==> src/rtl/rate_detect_pkg.sv <==
// Shared constants and state encoding for the rate_detector block.
package rate_detect_pkg;

  localparam logic [1:0] SPEED_SLOW = 2'b00;
  localparam logic [1:0] SPEED_MED  = 2'b01;
  localparam logic [1:0] SPEED_FAST = 2'b10;
  localparam logic [1:0] SPEED_MAX  = 2'b11;

  localparam int unsigned TH0_DEF  = 37500000;
  localparam int unsigned TH1_DEF  = 18750000;
  localparam int unsigned TH2_DEF  = 9375000;
  localparam int unsigned TMIN_DEF = 3125000;
  localparam int unsigned TMAX_DEF = 75000000;

  typedef enum logic [1:0] {
    ST_IDLE  = 2'd0,
    ST_ARMED = 2'd1,
    ST_TRACK = 2'd2
  } state_t;

endpackage

==> src/rtl/rate_detector_edge_sync.sv <==
// Synchronizes div_clock into in_clock and flags either transition for one cycle.
module edge_sync #(
  parameter int unsigned SYNC_STAGES = 2
) (
  input  logic in_clock,
  input  logic reset,
  input  logic async_in,
  output logic edge_pulse
);

  logic [SYNC_STAGES-1:0] sync_q, sync_d;
  logic                   hist_q, hist_d;

  always_comb begin
    sync_d    = sync_q;
    sync_d[0] = async_in;
    for (int i = 1; i < int'(SYNC_STAGES); i++) begin
      sync_d[i] = sync_q[i-1];
    end
    hist_d = sync_q[SYNC_STAGES-1];
  end

  always_ff @(posedge in_clock) begin
    if (reset) begin
      sync_q <= '0;
      hist_q <= 1'b0;
    end else begin
      sync_q <= sync_d;
      hist_q <= hist_d;
    end
  end

  assign edge_pulse = sync_q[SYNC_STAGES-1] ^ hist_q;

endmodule

==> src/rtl/rate_detector.sv <==
// Measures the half-period of div_clock in in_clock cycles and decodes a speed level.
// Build option: define RATE_DETECTOR_LOCK_EN to require two matching decodes for locked.
//
// state    | meaning
// ST_IDLE  | after reset or stall; next edge only starts the count
// ARMED    | counting, no measurement accepted yet
// TRACK    | at least one measurement accepted
module rate_detector
  import rate_detect_pkg::*;
#(
  parameter int unsigned CW          = 27,
  parameter int unsigned TH0         = TH0_DEF,
  parameter int unsigned TH1         = TH1_DEF,
  parameter int unsigned TH2         = TH2_DEF,
  parameter int unsigned TMIN        = TMIN_DEF,
  parameter int unsigned TMAX        = TMAX_DEF,
  parameter int unsigned SYNC_STAGES = 2
) (
  input  logic          in_clock,
  input  logic          reset,
  input  logic          div_clock,
  output logic [1:0]    speed,
  output logic [CW-1:0] period,
  output logic          valid,
  output logic          new_meas,
  output logic          locked,
  output logic          stalled,
  output logic          err_fast
);

  localparam logic [CW-1:0] TH0_C  = CW'(TH0);
  localparam logic [CW-1:0] TH1_C  = CW'(TH1);
  localparam logic [CW-1:0] TH2_C  = CW'(TH2);
  localparam logic [CW-1:0] TMIN_C = CW'(TMIN);
  localparam logic [CW-1:0] TMAX_C = CW'(TMAX);

  logic          edge_det;
  state_t        state_q, state_d;
  logic [CW-1:0] cnt_q, cnt_d;
  logic [CW-1:0] period_q, period_d;
  logic [1:0]    speed_q, speed_d;
  logic [1:0]    dec;
  logic          valid_q, valid_d;
  logic          new_meas_q, new_meas_d;
  logic          stalled_q, stalled_d;
  logic          err_fast_q, err_fast_d;

  edge_sync #(.SYNC_STAGES(SYNC_STAGES)) u_edge_sync (
    .in_clock   (in_clock),
    .reset      (reset),
    .async_in   (div_clock),
    .edge_pulse (edge_det)
  );

  always_comb begin
    if (cnt_q >= TH0_C)      dec = SPEED_SLOW;
    else if (cnt_q >= TH1_C) dec = SPEED_MED;
    else if (cnt_q >= TH2_C) dec = SPEED_FAST;
    else                     dec = SPEED_MAX;
  end

`ifdef RATE_DETECTOR_LOCK_EN
  logic lock_q, lock_d;
  logic pair_q, pair_d;
`endif

  always_comb begin
    state_d    = state_q;
    speed_d    = speed_q;
    period_d   = period_q;
    valid_d    = valid_q;
    stalled_d  = stalled_q;
    new_meas_d = 1'b0;
    err_fast_d = 1'b0;
`ifdef RATE_DETECTOR_LOCK_EN
    lock_d     = lock_q;
    pair_d     = pair_q;
`endif
    if (edge_det)               cnt_d = CW'(1);
    else if (cnt_q >= TMAX_C)   cnt_d = TMAX_C;
    else                        cnt_d = cnt_q + CW'(1);

    // An edge wins over the stall check, so m == TMAX is still a measurement.
    if (edge_det) begin
      stalled_d = 1'b0;
      if (state_q == ST_IDLE) begin
        state_d = ST_ARMED;
      end else if (cnt_q < TMIN_C) begin
        err_fast_d = 1'b1;
`ifdef RATE_DETECTOR_LOCK_EN
        lock_d = 1'b0;
        pair_d = 1'b0;
`endif
      end else begin
        speed_d    = dec;
        period_d   = cnt_q;
        valid_d    = 1'b1;
        new_meas_d = 1'b1;
        state_d    = ST_TRACK;
`ifdef RATE_DETECTOR_LOCK_EN
        lock_d = pair_q && (dec == speed_q);
        pair_d = 1'b1;
`endif
      end
    end else if (cnt_q == TMAX_C) begin
      stalled_d = 1'b1;
      valid_d   = 1'b0;
      state_d   = ST_IDLE;
`ifdef RATE_DETECTOR_LOCK_EN
      lock_d = 1'b0;
      pair_d = 1'b0;
`endif
    end
  end

  always_ff @(posedge in_clock) begin
    if (reset) begin
      state_q    <= ST_IDLE;
      cnt_q      <= '0;
      speed_q    <= SPEED_SLOW;
      period_q   <= '0;
      valid_q    <= 1'b0;
      new_meas_q <= 1'b0;
      stalled_q  <= 1'b0;
      err_fast_q <= 1'b0;
`ifdef RATE_DETECTOR_LOCK_EN
      lock_q     <= 1'b0;
      pair_q     <= 1'b0;
`endif
    end else begin
      state_q    <= state_d;
      cnt_q      <= cnt_d;
      speed_q    <= speed_d;
      period_q   <= period_d;
      valid_q    <= valid_d;
      new_meas_q <= new_meas_d;
      stalled_q  <= stalled_d;
      err_fast_q <= err_fast_d;
`ifdef RATE_DETECTOR_LOCK_EN
      lock_q     <= lock_d;
      pair_q     <= pair_d;
`endif
    end
  end

  assign speed    = speed_q;
  assign period   = period_q;
  assign valid    = valid_q;
  assign new_meas = new_meas_q;
  assign stalled  = stalled_q;
  assign err_fast = err_fast_q;
`ifdef RATE_DETECTOR_LOCK_EN
  assign locked   = lock_q;
`else
  assign locked   = valid_q;
`endif

endmodule

==> config.mk <==
export PLATFORM = sky130hd
export DESIGN_NAME = rate_detector
export DESIGN_NICKNAME = d
export VERILOG_FILES = /design/src/rtl/rate_detect_pkg.sv /design/src/rtl/rate_detector_edge_sync.sv /design/src/rtl/rate_detector.sv
export SDC_FILE = /design/constraint.sdc
export NUM_CORES = 1
export LEC_CHECK = 0
export ABC_AREA = 0
export CORE_MARGIN = 3
export CORE_UTILIZATION = 55
export DETAILED_ROUTE_END_ITERATION = 6
export PLACE_DENSITY = 0.86
export SYNTH_ARGS = -nofsm -noshare
export SYNTH_HDL_FRONTEND = slang
export SYNTH_HIERARCHICAL = 1
export SYNTH_SLANG_ARGS = --single-unit
export TNS_END_PERCENT = 5
==> constraint.sdc <==
create_clock -name in_clock -period 2.63 [get_ports in_clock]
set_input_delay 0.263 -clock in_clock [delete_from_list [all_inputs] [get_ports in_clock]]
set_output_delay 0.263 -clock in_clock [all_outputs]
set_load 0.005 [all_outputs]
==> flow_summary_export.csv <==
group,metric,value,unit
floorplanning,initial_core_util,57.3,%
timing,worstMarginPinSlew,0.607,ns
clock_tree,htreeDepth,3,
clock_tree,clk_pin_slew,0.07,ns
timing,rsz0062_at_grt,"no",
pwr,switching_share,20.7,%
yosys,synth_edf_count,0,
place,place_congestion,0.952,
clock_tree,cts_buffers,9,
timing,setup_slack,0.446,ns
worst_hold_path,hp-start,"u_edge_sync/sync_q[0]$_SDFF_PP0_",
critical_path,slowest_delay,0.53,ns
finish,area_delta_synth_final,19.0,%
drt,drc,0,
yosys,avgSynthCellArea,8.82,um^2
floorplanning,core,5140,um^2
critical_path,worstPathCellList,"nand2_1 -> a2111oi_2 -> o211ai_2 -> a21oi_4 -> buf_12 -> mux2i_1 -> nor2_1",
clock_tree,clock_sinks,65,
pwr,pwr-share-clk,45.5,%
floorplanning,die_w,79.2,um
floorplanning,dieArea,6270,um^2
drt,wirelength,6690,um
floorplanning,rows,26,
global_routing,gr-usage-all-layers,23.4,%
pwr,internal_power,1.52,mW
timing,fin_crit,2.18,ns
critical_path,worstPathMaxFanout,28,
clock_tree,hold_buffers,0,
critical_path,slowest_stage,"dfxtp_1",
floorplanning,die_y,79.2,um
drt,drtIter0Drc,225,
yosys,synth_nets,339,
yosys,post_synth_instance_area,2950,um^2
drt,via_count,2374,
drt,wire_per_inst,15.4,um
timing,fin_crit_sh,83.0,%
place,dp_slack,0.490,ns
place,dp_hpwl,4490,um
drt,vias_per_cell,5.46,
timing,clock_skew,0.00492,ns
clock_tree,cts_tree,"done",
finish,nFillCells,445,
global_routing,globalRouteOverflowTotal,0,
place,portBuffers,36,
floorplanning,num_io_pins,37,
finish,nets,365,
finish,multi_input_area,1460,um^2
yosys,ys_warn_count,6,
yosys,synth_cells,334,
pwr,seqPwrFrac,52.1,%
timing,fmax,458,MHz
global_routing,grt_pass1_vias,2404,
run,cap_violations,0,
yosys,synth_seq_cells,65,
pwr,ir_worst_vdd,0.000435,V
finish,antenna_cells,0,
finish,drive_above_1_share,8.22,%
pwr,powerDensity,547,nW/um^2
yosys,synthDistinctLibCells,45,
timing,drv_slew,0,
clock_tree,cts_setup_buffers,0,
timing,setup_tns,0,ns
status,status,"complete, no violations",
clock_tree,worstSkewPairLatency,0.34,ns
pwr,combPwrFrac,2.4,%
yosys,ys_seq_area_share,44.2,%
critical_path,crit_path_end_kind,"flop",
critical_path,r2r_start,"cnt_q[8]$_SDFF_PP0_",
critical_path,startpoint_type,"flop",
yosys,synth-main-ff-cell,"dfxtp_1",
clock_tree,cts_root_buffer,"clkbuf_8",
pwr,power_switching,396,uW
drt,ant_nets,0,
critical_path,path_class,"reg2reg",
finish,ff_latch_area,1300,um^2
critical_path,timing.critical_path.from,"cnt_q[8]$_SDFF_PP0_",
critical_path,critPathBufInv,1,
global_routing,antenna_found_initial,0,
critical_path,worstPathRequired,2.85,ns
worst_hold_path,hold_class,"reg2reg",
timing,hold_viol,0,
drt,first_pass_iters,4,
yosys,synthArstFlopShare,0,%
pwr,leakage,1.21,nW
critical_path,cp_top_family,"compound AO/OA/AOI/OAI gates",
clock_tree,cts_max_path_buffers,2,
clock_tree,cts_resized,0,
global_routing,grt_max_degree,41,
timing,setup_viol,0,
global_routing,grt_pass1_wl,11400,um
critical_path,cp.arrival,2.40,ns
timing,slew_headroom,59.6,%
## per-layer routing
layer	track usage, %	share of wire [%]	vias up
met5	0	0	-
met4	11.7	1.7	0
met3	3.74	4.0	10
met2	37.4	47	62
met1	30.5	47	1121
li1	-	-	1181
## synthesized netlist by cell type (4+ instances only)
cell / number / area [um^2]
buf_6: 4 / 45.0
dfxtp_1: 65 / 1300
a21oi_1: 17 / 85.1
xor2_1: 12 / 105
buf_2: 13 / 65.1
nor2b_1: 5 / 31.3
o21ai_0: 5 / 25.0
nor3_1: 16 / 80.1
inv_1: 6 / 22.5
mux2i_1: 29 / 290
nand4_1: 7 / 43.8
nand2_1: 22 / 82.6
nor2_1: 62 / 233
clkbuf_1: 7 / 26.3
xnor2_1: 12 / 105
nand3_1: 9 / 45.0
## power by group through the flow
| stage | clock network, mW | registers, mW | logic [mW] |
|---|---|---|---|
| 6_report | 0.873 | 0.999 | 0.0458 |
| 3_5_place_dp | 0 | 1.02 | 0.0457 |
| 2_1_floorplan | 0 | 1.02 | 0.0320 |
| 5_1_grt | 0.933 | 0.999 | 0.0514 |
| 3_3_place_gp | 0 | 1.02 | 0.0441 |
| 4_1_cts | 0.892 | 0.999 | 0.0464 |
## placed cells by master (no fill, tap or decap), drive strengths merged, types with 2 or more instances in the layout
cell           instances
buf                    7
o211ai                 2
nand2                 22
dfxtp                 65
nand3                  9
ha                     2
clkbuf                14
nand2b                 3
clkdlybuf4s50         36
inv                    6
o21ai                  5
or2                    3
or4                    2
nand4                  7
xor2                  12
nor2                  62
nor3                  16
xnor2                 12
o31ai                  2
nor2b                  5
and3                   3
a31oi                  2
nor4                   2
a2111oi                2
a21oi                 18
mux2i                 29
## cell families after synthesis
kind of cell               after synthesis  share of synthesized area [%]
and+or+nand+nor                        142                           22.8
DFF                                     65                           44.2
AOI/OAI and AO/OA                       38                           9.00
buffers and inverters                   34                           6.24
muxes                                   29                           9.85
xor gates and xnor gates                24                           7.13
adders and majority gates                2                          0.849
## stage by stage
step                      area (um^2)  util, %  hold WS [ns]  instances  total power [mW]
after global routing             3510     68.2         0.471        435              1.98
after global placement           3300     64.2         0.424        419              1.06
after detailed placement         3300     64.2         0.436        419              1.07
after floorplan                  2950        -         0.335        334              1.05
after CTS                        3510     68.2         0.451        435              1.94
final                            3510     68.2         0.451        435              1.92
## sequential cells by signal, indices dropped and copies added, names as in the netlist
name                count
state_q                 2
period                 27
u_edge_sync/hist_q      1
speed                   2
locked                  1
err_fast                1
cnt_q                  27
stalled                 1
u_edge_sync/sync_q      2
new_meas                1
## worst register-to-register path, cell delays in order (launching register included)
cell and delay, ns:
dfxtp_1 0.53, nand2_1 0.11, a2111oi_2 0.39, o211ai_2 0.19, a21oi_4 0.28, buf_12 0.26
mux2i_1 0.25, nor2_1 0.05
## worst paths after layout
| path | endpoint | slack (ns) | cells past startpoint |
|---|---|---|---|
| worst max-delay path | period[5]$_SDFFE_PP0P_ | 0.45 | 7 |
| worst min-delay path | u_edge_sync/sync_q[1]$_SDFF_PP0_ | 0.45 | 1 |
| worst max register to register | period[5]$_SDFFE_PP0P_ | 0.45 | 7 |
| worst min register to register | u_edge_sync/sync_q[1]$_SDFF_PP0_ | 0.45 | 1 |
## layout make-up
type / count / share of cell area [%]
repair buffers: 43 / 12.1
well taps: 70 / 2.50
inverters: 6 / 0.642
flip-flops and latches: 65 / 37.1
multi-input cells: 235 / 41.7
clock inverters: 2 / 0.999
clock buffers: 14 / 4.93
Power figures use the tool's default switching activity.
